$ cat config.mk
export PLATFORM = sky130hd
export DESIGN_NAME = vga_timing_gen
export DESIGN_NICKNAME = d
export VERILOG_FILES = /design/src/rtl/vga_timing_gen.sv
export SDC_FILE = /design/constraint.sdc
export NUM_CORES = 1
export LEC_CHECK = 0
export BUFFER_PORTS_ARGS = -buffer_cell sky130_fd_sc_hd__buf_2
export CORE_AREA = 3 3 95 88
export CTS_BUF_LIST = sky130_fd_sc_hd__clkbuf_2
export CTS_CLUSTER_DIAMETER = 60
export CTS_CLUSTER_SIZE = 24
export DETAILED_ROUTE_END_ITERATION = 16
export DIE_AREA = 0 0 98 91
export PLACE_DENSITY = 0.56
export SLEW_MARGIN = 20
export SYNTH_ARGS = -nofsm -noshare
export SYNTH_HDL_FRONTEND = slang
export SYNTH_SLANG_ARGS = --single-unit
$ cat constraint.sdc
create_clock -name vgaclk -period 3.7 [get_ports vgaclk]
set_input_delay 0.185 -clock vgaclk [delete_from_list [all_inputs] [get_ports vgaclk]]
set_output_delay 0.185 -clock vgaclk [all_outputs]
set_load 0.03 [all_outputs]
$ cat src/rtl/vga_timing_gen.sv
// VGA raster timing generator with a latency-matched sync/blanking delay line.
// Optional macro VGA_TEST_PATTERN_EN swaps the colour inputs for an internal counter pattern.
module vga_timing_gen #(
   parameter int H_ACTIVE  = 800,
   parameter int H_FP      = 40,
   parameter int H_SYNC    = 128,
   parameter int H_BP      = 88,
   parameter int V_ACTIVE  = 600,
   parameter int V_FP      = 1,
   parameter int V_SYNC    = 4,
   parameter int V_BP      = 23,
   parameter bit HSYNC_POL = 1'b0,
   parameter bit VSYNC_POL = 1'b0,
   parameter int CNT_W     = 11,
   parameter int COLOR_W   = 4,
   parameter int PIPE      = 2
) (
   input  logic               vgaclk,
   input  logic               sys_rst,
   output logic [CNT_W-1:0]   hcount,
   output logic [CNT_W-1:0]   vcount,
   output logic               de_req,
   output logic               frame_start,
   output logic               line_start,
   input  logic [COLOR_W-1:0] red_in,
   input  logic [COLOR_W-1:0] green_in,
   input  logic [COLOR_W-1:0] blue_in,
   output logic               hsync,
   output logic               vsync,
   output logic [COLOR_W-1:0] red_out,
   output logic [COLOR_W-1:0] green_out,
   output logic [COLOR_W-1:0] blue_out
);

   localparam int H_TOTAL = H_ACTIVE + H_FP + H_SYNC + H_BP;
   localparam int V_TOTAL = V_ACTIVE + V_FP + V_SYNC + V_BP;

   localparam logic [CNT_W-1:0] H_LAST = CNT_W'(H_TOTAL - 1);
   localparam logic [CNT_W-1:0] V_LAST = CNT_W'(V_TOTAL - 1);
   localparam logic [CNT_W-1:0] H_ACT  = CNT_W'(H_ACTIVE);
   localparam logic [CNT_W-1:0] V_ACT  = CNT_W'(V_ACTIVE);
   localparam logic [CNT_W-1:0] HS_BEG = CNT_W'(H_ACTIVE + H_FP);
   localparam logic [CNT_W-1:0] HS_END = CNT_W'(H_ACTIVE + H_FP + H_SYNC);
   localparam logic [CNT_W-1:0] VS_BEG = CNT_W'(V_ACTIVE + V_FP);
   localparam logic [CNT_W-1:0] VS_END = CNT_W'(V_ACTIVE + V_FP + V_SYNC);

   // run holds the counters at 0/0 for the first edge after reset so that
   // position 0/0 is presented with de_req and frame_start already decoded.
   logic             run;
   logic [CNT_W-1:0] h_nxt;
   logic [CNT_W-1:0] v_nxt;

   always_comb begin
      h_nxt = hcount;
      v_nxt = vcount;
      if (run) begin
         if (hcount == H_LAST) begin
            h_nxt = '0;
            v_nxt = (vcount == V_LAST) ? '0 : vcount + 1'b1;
         end else begin
            h_nxt = hcount + 1'b1;
         end
      end
   end

   always_ff @(posedge vgaclk or posedge sys_rst) begin
      if (sys_rst) begin
         run         <= 1'b0;
         hcount      <= '0;
         vcount      <= '0;
         de_req      <= 1'b0;
         frame_start <= 1'b0;
         line_start  <= 1'b0;
      end else begin
         run         <= 1'b1;
         hcount      <= h_nxt;
         vcount      <= v_nxt;
         de_req      <= (h_nxt < H_ACT) && (v_nxt < V_ACT);
         line_start  <= (h_nxt == '0);
         frame_start <= (h_nxt == '0) && (v_nxt == '0);
      end
   end

   // Sync flags are carried as "asserted" bits; polarity is applied at the pins.
   logic       hs_raw;
   logic       vs_raw;
   logic [2:0] ctl_raw;
   logic [2:0] ctl_p;

   assign hs_raw  = run && (hcount >= HS_BEG) && (hcount < HS_END);
   assign vs_raw  = run && (vcount >= VS_BEG) && (vcount < VS_END);
   assign ctl_raw = {de_req, hs_raw, vs_raw};

`ifdef VGA_TEST_PATTERN_EN
   logic [CNT_W-1:0] hc_p;
   logic [CNT_W-1:0] vc_p;
`endif

   generate
      if (PIPE == 0) begin : g_direct
         assign ctl_p = ctl_raw;
`ifdef VGA_TEST_PATTERN_EN
         assign hc_p = hcount;
         assign vc_p = vcount;
`endif
      end else begin : g_delay
         logic [2:0] ctl_sr [PIPE];

         always_ff @(posedge vgaclk or posedge sys_rst) begin
            if (sys_rst) begin
               for (int i = 0; i < PIPE; i++) ctl_sr[i] <= '0;
            end else begin
               ctl_sr[0] <= ctl_raw;
               for (int i = 1; i < PIPE; i++) ctl_sr[i] <= ctl_sr[i-1];
            end
         end

         assign ctl_p = ctl_sr[PIPE-1];

`ifdef VGA_TEST_PATTERN_EN
         logic [2*CNT_W-1:0] cnt_sr [PIPE];

         always_ff @(posedge vgaclk or posedge sys_rst) begin
            if (sys_rst) begin
               for (int i = 0; i < PIPE; i++) cnt_sr[i] <= '0;
            end else begin
               cnt_sr[0] <= {vcount, hcount};
               for (int i = 1; i < PIPE; i++) cnt_sr[i] <= cnt_sr[i-1];
            end
         end

         assign {vc_p, hc_p} = cnt_sr[PIPE-1];
`endif
      end
   endgenerate

   logic [COLOR_W-1:0] red_src;
   logic [COLOR_W-1:0] green_src;
   logic [COLOR_W-1:0] blue_src;

`ifdef VGA_TEST_PATTERN_EN
   // Counters are widened first so narrow CNT_W still yields a defined pattern.
   logic [CNT_W+7:0] hx;
   logic [CNT_W+7:0] vx;
   assign hx        = {8'd0, hc_p};
   assign vx        = {8'd0, vc_p};
   assign red_src   = COLOR_W'(vx[5:2]);
   assign green_src = COLOR_W'(hx[5:2]);
   assign blue_src  = COLOR_W'(hx[7:4]);
`else
   assign red_src   = red_in;
   assign green_src = green_in;
   assign blue_src  = blue_in;
`endif

   always_ff @(posedge vgaclk or posedge sys_rst) begin
      if (sys_rst) begin
         hsync     <= ~HSYNC_POL;
         vsync     <= ~VSYNC_POL;
         red_out   <= '0;
         green_out <= '0;
         blue_out  <= '0;
      end else begin
         hsync     <= ctl_p[1] ? HSYNC_POL : ~HSYNC_POL;
         vsync     <= ctl_p[0] ? VSYNC_POL : ~VSYNC_POL;
         red_out   <= ctl_p[2] ? red_src   : '0;
         green_out <= ctl_p[2] ? green_src : '0;
         blue_out  <= ctl_p[2] ? blue_src  : '0;
      end
   end

endmodule

# Word level (Yosys, flattened, before mapping)
# Cells that the tools add are included.
[classes]
magnitude_cmp = 6
n_reduce_logical = 8
n_eq_ne = 2
add_sub_neg = 2
n_mux = 10
[op_table]
columns = ["operator", "count"]
rows = [
  ["11-bit two-way mux", 5],
  ["11-bit by 10-bit < comparator with 1-bit output (second input constant)", 4],
  ["11-bit by 1-bit adder with 11-bit output (second input constant)", 2],
  ["11-bit by 10-bit >= comparator with 1-bit output (second input constant)", 2],
  ["11-bit logical NOT", 2],
  ["4-bit two-way mux", 3],
  ["11-bit by 10-bit == test with 1-bit output (second input constant)", 1],
  ["11-bit == test (second input constant)", 1],
  ["1-bit logical AND", 6],
  ["1-bit two-way mux", 2],
]
[word_totals]
out_inout_bits = 39
wordCells = 41
regBits = 46
inputBits = 14

# Longest topological paths before layout
# Gate-level depths: netlist of run 1.
[depth]
word_depth = 6
depth_mapped = 8
depth_no_buf = 8

# Worst setup path after synthesis of run 1
# Ideal clock, no wire load.
[synth_path]
kind = "reg-to-reg"
from = "reg hcount[5]"
to = "reg de_req"
synth_period_minus_slack_ps = 2871
n_path_buf = 2
setup_slack_ps = 829
arrival_time_ps = 2776
path_stages_with_launch = 9
setup_ps = 96
t_required_ps = 3604
cell_sequence = "dfrtp_1 > buf_6 > or4b_4 > or4_1 > buf_2 > or4_4 > xor2_2 > o311ai_2 > a311oi_2"
[synth_between]
elab_chain_len = 5
elab_cells_between_ends = 9
cone_classes = "1 x add/sub; 2 x order compare; 1 x eq/ne; 4 x mux; 1 x reduce/logical"
[synth_rtl]
columns = ["item", "line", "rtl"]
rows = [
  ["start: declaration", "20", "output logic [CNT_W-1:0] hcount,"],
  ["start signal: assignment", "76", "hcount <= h_nxt;"],
  ["11-bit by 1-bit adder with 11-bit output / 11-bit == test (equally long branches)", "61, 57", ""],
  ["11-bit two-way mux", "57", "if (hcount == H_LAST) begin"],
  ["11-bit two-way mux", "56", "if (run) begin"],
  ["11-bit by 10-bit < comparator with 1-bit output", "78", "de_req <= (h_nxt < H_ACT) && (v_nxt < V_ACT);"],
  ["1-bit logical AND *", "78", ""],
  ["end signal: assignment", "78", ""],
  ["end: declaration", "22", "output logic de_req,"],
]
# Every way passes the cells marked *; elsewhere a longest branch is shown, timed or not.

# Worst setup path in the final report of run 1
# Ends and elaborated chain as after synthesis.

==> summary.md, run 1 <==
The first detailed-routing pass ran for 4 iterations. The tools report the final number of max-transition violations as 0. The area overhead of the layout relative to synthesis works out to 23.0%. Of all flip-flops after synthesis, the portion carrying an async set or reset was 100%.

The first routing iteration left 86 violations. The count of nets left with antenna violations once routing finished came out at 0. Detailed placement finished with a half-perimeter wire length of 3650 um. Final instance count without filler cells: 377. Summed over all layers, the routed wires come to 5130 um. The overall die width came out at 98 um. The first global-routing pass estimated 8640 um of wire. The logs give 0.00892 mm^2 for the area of the die and 0 ns for the final total negative setup slack. The kind of start point of the critical path was a flip-flop. The pin count of the biggest net entering global routing was 47; the peak ir drop on the vdd network was 280 uV. The tools report the worst hold slack across all endpoints as 0.366 ns. The min-delay analysis places its worst path in the category flip-flop to flip-flop.

In this run, synthesis produced a sequential element count of 46. The number of antenna diodes in the final layout is 0. The post-synthesis share of cell area spent on full adders, half adders and majority gates was 2.24%. Clock skew on the completed layout was measured at 0.0161 ns.

The routed via count is 1804. After floorplanning, the core was divided into 30 placement rows. The maximum fanout count along the critical path works out to 10.

The cell count of the worst hold path came out at 1. In the synthesized netlist, mux cells make up 0.954% of the area. After synthesis, the largest family of logic cells by area is simple AND/OR/NAND/NOR gates. Summing internal, switching and leakage power gives 1.19 mW. The run gives 219 as the cell count after synthesis. Summing every instance area after synthesis gives 0.00223 mm^2.

The logs give 2 for the maximum root-to-sink buffer count and 0.808 ns for the worst setup slack after placement. The flow ran to the end, and the final reports show no timing, DRC or antenna violations. After clock tree synthesis, the clock-pin slew on the worst setup and hold paths is 0.24 ns. The number of buffers added by the clock tree synthesis step was 5; the clock period minus final worst setup slack was 2.93 ns.

The most frequent standard cell in the layout excluding fill and tap cells is buf_2. The highest achievable clock rate is 341 MHz, and the leakage dissipation is 1.27 nW. After synthesis, the largest area contributor takes up 49.4% of total cell area. The transition time at the pin with the least slew margin was 0.858 ns; the I/O pin count was 53. The die span in y came out at 91 um. The logs give 356 for the number of cells in the design after placement and 298 for the number of nets in the layout. Global routing consumed, over all layers together, 11.7% of the routing resources. Yosys attributes the largest share of cell area to dfrtp_1, xnor2_1, and2_1.

Routability-driven placement finished with a final weighted congestion of 0.799. Counting distinct cell types in the post-synthesis netlist gives 45. Max-cap violations in this run came to 0. The tools report the endpoint class of the critical path as a flip-flop. The worst-path cell with the longest stage delay was or4_1. Depth of the worst register-to-register path: 6. The simple-gate share of the synthesized area came out at 21.4%.

For this run, the number of Yosys warnings is 0. The post-synthesis average cell area is 10.2 um^2, and the data arrival at the endpoint of the critical path is 3.28 ns. The worst pin sits at a relative slew slack of 42.3%. The tree is rooted in a clkbuf_2.

The average detailed-routed wire length per instance was 13.6 um; the count of endpoints failing setup in the final report was 0. Sequential cells were found to cover 51.7% of the synthesized design area. The start point of the worst min-delay path is ctl_p[0]. In this run the power density over the cells is 435 mW/mm^2. In the routed design, unresolved DRC markers number 0.

The cell type group with the largest total delay on the critical path is simple AND/OR/NAND/NOR gates. The xor and xnor fraction of the mapped netlist area was 7.01%. The tools report the slack of the worst reg-to-reg path as 0.77 ns.

Dominant synthesized flop cell: dfrtp_1. For the net count after synthesis, the log shows 237. The synthesized design contains 0 enable-type register cells. The final-report hold violation count is 0, and the number of gates given a new drive strength after cts is 0. The logs give 0 for the number of antenna violations at the first check in global routing and 0.41 ns for the insertion delay to the later sink of the worst-skew pair.

The startpoint identified for the worst register-to-register timing path is hcount[5]. Dividing the final minimum period by the clock period gives 79.2%. The worst register-to-register path ends at de_req. TritonCTS built the clock tree. In this run the standard cell core region covers 0.00747 mm^2. Counting every sink on the clock net gives 46. The cell type with the largest total area after synthesis was dfrtp_1. The worst hold path terminates at vsync. The slack of the critical path is 0.770 ns.

The worst setup path is of the flip-flop to flip-flop kind. After detailed routing, the number of vias per cell comes to 4.79. Setup repair after global routing left no endpoint under its margin. The initial utilization of the core area, before any placement, comes to 29.8%. The top cell types in the final layout, fill and taps aside, are buf_2, dfrtp_1, nand2_1, nor2_1, inv_1. The via count of the first global-routing pass was 1662; the ratio of cells with drive above 1 in the final layout was 26.0%. Port buffering added 52 buffers. The combined buffer and inverter count along the critical path is 0, and the sum of overflow across all layers after global routing is 0. The synthesized netlist devotes 11.5% of its cell area to compound gates. The stage delay of the slowest cell on the critical path was 0.61 ns.

The required arrival time at the worst endpoint was 4.05 ns. The tools report the total number of H-tree levels as 2. Traced cell by cell, the critical path runs through or4b_4, or4_1, or4_4, xor2_2, o311ai_2, a311oi_2.
area by class of cell:
cell class                      count  area (um^2)
Multi-Input combinational cell    146          966
Clock inverter                      3         21.3
Fill cell                         811         4730
Clock buffer                        5         25.0
Tap cell                           96          120
Sequential cell                    46         1150
Inverter                           15         57.6
Timing Repair Buffer               66          398
flip-flops by register name, summed over array words and instances, names as in the netlist:
register	flops
hcount	11
red_out	4
hsync	1
vsync	1
run	1
green_out	4
g_delay.ctl_sr	3
ctl_p	3
line_start	1
frame_start	1
vcount	11
blue_out	4
de_req	1
cell families (layout without fill, tap and decap cells):
logic type	count (synthesis)	after routing
mux	2	2
buf+inv	27	89
flops	46	46
simple gates	88	88
xor+xnor	17	17
compound gates	34	34
other cells	1	1
fa+ha+maj	4	4
per-stage QoR:
stage / cell area [um^2] / utilization, %
final: 2740 / 36.7
after detailed placement: 2560 / 34.3
after floorplan: 2230 / -
after global placement: 2560 / 34.3
after global routing: 2740 / 36.7
after CTS: 2740 / 36.7
worst max-delay path by stage:
stage / depth (start not counted) / from / endpoint / slack, ns
final: 6 / hcount[5] / de_req / 0.77
after global routing: 6 / hcount[5] / de_req / 0.61
after CTS: 6 / hcount[5] / de_req / 0.76
after detailed placement: 6 / hcount[5] / de_req / 0.81
after global placement: 6 / hcount[5] / de_req / 0.88
after floorplan: 8 / hcount[5] / de_req / 0.83
per-layer routing:
layer  vias to the layer above  share of wire, %  track usage (%)
met2                        51                44             17.1
met1                       855                49             17.4
met3                         6               5.7             2.69
met5                         -                 0                0
met4                         0              0.95             3.11
li1                        892                 -                -
cell usage after synthesis (all sizes together), types with 2 or more instances:
| master | n |
|---|---|
| ha | 4 |
| o21ai | 7 |
| o22ai | 2 |
| or4 | 2 |
| o41a | 2 |
| a22oi | 3 |
| nand3 | 9 |
| inv | 15 |
| nand2b | 4 |
| a31o | 2 |
| dfrtp | 44 |
| dfstp | 2 |
| or4b | 2 |
| and2 | 12 |
| nand2 | 18 |
| o31ai | 4 |
| nor3 | 4 |
| a31oi | 3 |
| nand4 | 9 |
| nor4 | 5 |
| nor2 | 16 |
| xor2 | 7 |
| a211oi | 3 |
| and3 | 4 |
| xnor2 | 10 |
| a21oi | 2 |
| buf | 2 |
| clkbuf | 10 |
what timing repair did:
action / in CTS / in global routing
hold endpoints to repair: 56 / 0
hold buffers: 13 / 0
setup buffers: 0 / 0
power breakdown:
| group | switching (mW) | leakage [nW] | total, mW | internal [mW] |
|---|---|---|---|---|
| clock | 0.169 | 0.0289 | 0.215 | 0.0466 |
| sequential | 0.0851 | 0.578 | 0.636 | 0.551 |
| combinational | 0.217 | 0.661 | 0.342 | 0.124 |
| total | 0.471 | 1.27 | 1.19 | 0.722 |
Note: power is estimated with default switching activity, not from simulation.
==> run 2: changes to the inputs <==
Settings changed: PLACE_DENSITY 0.56 to 0.58.
Clock period 3.7 ns to 2.4 ns, I/O delays scaled along.
==> summary.md, run 2 (synthesis gave the netlist of run 1 again) <==
The tools report the global routing usage summed across all routing layers as 12.8%. The flow ran to the end, but the final reports show violations. The overall die width was 98 um. Clock-pin slew was measured on the worst setup and hold paths at 0.22 ns. For the worst setup path, the data required time is 2.74 ns. The tools report the final number of max-transition violations as 0. The run gives 0 as the number of antenna violations at the first check in global routing.

The number of maximum-capacitance violations came out at 0. The most frequent standard cell in the layout excluding fill and tap cells is buf_2. Cell at the root of the clock tree: clkbuf_2. The logs give 401 MHz for the highest achievable clock rate and 2 for the total number of H-tree levels. The count of buffers added on input and output ports is 52. The final layout contains routed wiring with a total length of 5500 um. The top cell types in the final layout, fill and taps aside, are buf_2, dfrtp_1, buf_4, nand2_1, nor2_1. The final layout contains 332 nets.

The depth of the worst register-to-register path is 6, and the first-pass iteration count of the detailed router is 4. In this run the power density over the cells is 680 mW/mm^2. The die covers 0.00892 mm^2.

On the final layout, the worst hold slack is 0.270 ns. For this block, the initial DRC count from the detailed router was 111. The transition time at the pin with the least slew margin works out to 0.560 ns.

The run gives -0.0716 ns as the worst setup slack after placement. For this block, the via count after detailed routing is 1938. For the count of endpoints failing setup in the final report, the log shows 1. Setup repair after global routing could not meet its margin everywhere. The via count of the first global-routing pass is 1956.

The overall power consumption came out at 2.07 mW. The clock period minus final worst setup slack is 2.49 ns. In this run the deepest clock path goes through 2 buffers. The worst setup path is launched from a flip-flop. Row generation in the floorplan step produced 30 rows. After detailed routing, the average wire length per cell comes to 13.4 um. CTS saw 46 sinks. Launching element of the worst setup path: hcount[8].

The die is 91 um tall. The run gives 0 as the final-report hold violation count. The first global-routing pass estimated 9340 um of wire. After global routing the overflow that remains totals 0. The path class of the tightest hold or removal check is input pin to asynchronous set/reset pin. The repair_antennas step left the layout with diodes totalling 0. During I/O placement, the number of pins put on the boundary was 53.

The peak ir drop on the vdd network was 336 uV; the count of antenna-violating nets left after detailed routing was 0. The floorplan step defined a core boundary enclosing 0.00747 mm^2. The insertion delay to the later sink of the worst-skew pair came out at 0.41 ns. The initial utilization of the core area, before any placement, comes to 29.8%.

Clock tree synthesis inserted a total of 5 buffers. In this run the tightest slew margin relative to its limit is 62.6%. The checks that failed: negative setup slack. The final cycle utilization of the critical path is 104%, and the slack of the critical path is -0.0916 ns. For the half-perimeter wire length after placement, the log shows 4110 um. The startpoint of the most critical register-to-register path is hcount[8].

The vias per cell is 4.72. Entering global routing, the biggest net connects 28 pins. The type of the setup path with the least slack was flip-flop to flip-flop. The largest registers in the layout are hcount (11), vcount (11). TritonCTS built the clock tree. Routability-driven placement finished with a final weighted congestion of 0.804. The maximum fanout count along the critical path was 3; the number of remaining DRC errors was 0. Across the routed clock network, the largest skew measured is 0.0161 ns. The leakage dissipation was 1.46 nW; the ratio of cells with drive above 1 in the final layout was 35.6%. The filler cells instantiated in the layout total 711. Relative to the synthesized area, the layout overhead comes to 36.6%. STA classifies the critical path endpoint as a flip-flop. For the worst setup path, the data arrival time is 2.83 ns.
==> run 2: cell count changes in the layout (fill, tap and decap cells not counted), moves of 2 or more <==
cell / delta
buf_4: +34
a211oi_2: +2
a211oi_1: -2
clkinv_2: -2
clkbuf_2: +2
==> run 2: path summary, 6_finish.rpt <==
check	end	slack, ns
hold reg to reg	hsync	0.37
hold / removal	hcount[7]	0.27
setup reg to reg	de_req	-0.09
setup / recovery	de_req	-0.09
max in group asynchronous	vsync	1.50
min in group vgaclk	hsync	0.37
==> run 2: cell type report <==
cell class | count | area, um^2 | share of cell area (%)
Multi-Input combinational cell | 146 | 996 | 32.7
Sequential cell | 46 | 1150 | 37.9
Clock inverter | 1 | 30.0 | 0.986
Clock buffer | 7 | 35.0 | 1.15
Inverter | 15 | 56.3 | 1.85
Tap cell | 96 | 120 | 3.94
Timing Repair Buffer | 100 | 653 | 21.4
==> run 2: repair_timing <==
action / in CTS / in global routing
gates resized for setup: 2 / 2
cloned: 0 / 0
buffers inserted: 1 / 1
hold endpoints to repair: 36 / 0
endpoints found under the setup margin: 2 / 2
hold buffers: 13 / 0
pin swaps: 1 / 2
==> run 2: routing by layer <==
layer | GRT usage, % | wire, um | vias to the layer above
met5 | 0 | 0 | -
met2 | 21.3 | 2550 | 68
li1 | - | - | 953
met4 | 3.81 | 84 | 0
met3 | 3.23 | 356 | 8
met1 | 16.5 | 2500 | 909
==> run 2: power by group <==
part / switching, mW / total (mW) / internal (mW)
Clock: 0.243 / 0.428 / 0.185
Sequential: 0.0322 / 0.883 / 0.851
Combinational: 0.463 / 0.758 / 0.295
Total: 0.738 / 2.07 / 1.33
==> run 2: metrics by stage <==
step,instance area [um^2],utilization [%],instances,setup TNS [ns]
2_1_floorplan,2240,-,219,-0.523
3_3_place_gp,2810,37.6,388,0
3_5_place_dp,2810,37.6,388,-0.0716
4_1_cts,3030,40.5,410,-0.115
5_1_grt,3050,40.8,411,-0.255
6_report,3050,40.8,411,-0.0916
==> run 2: worst max-delay path, cell delays in order (launching register included) <==
cell	delay (ns)
dfrtp_1	0.44
or4b_4	0.54
or4_4	0.43
or4_4	0.46
xor2_4	0.19
o311ai_2	0.13
a311oi_2	0.24
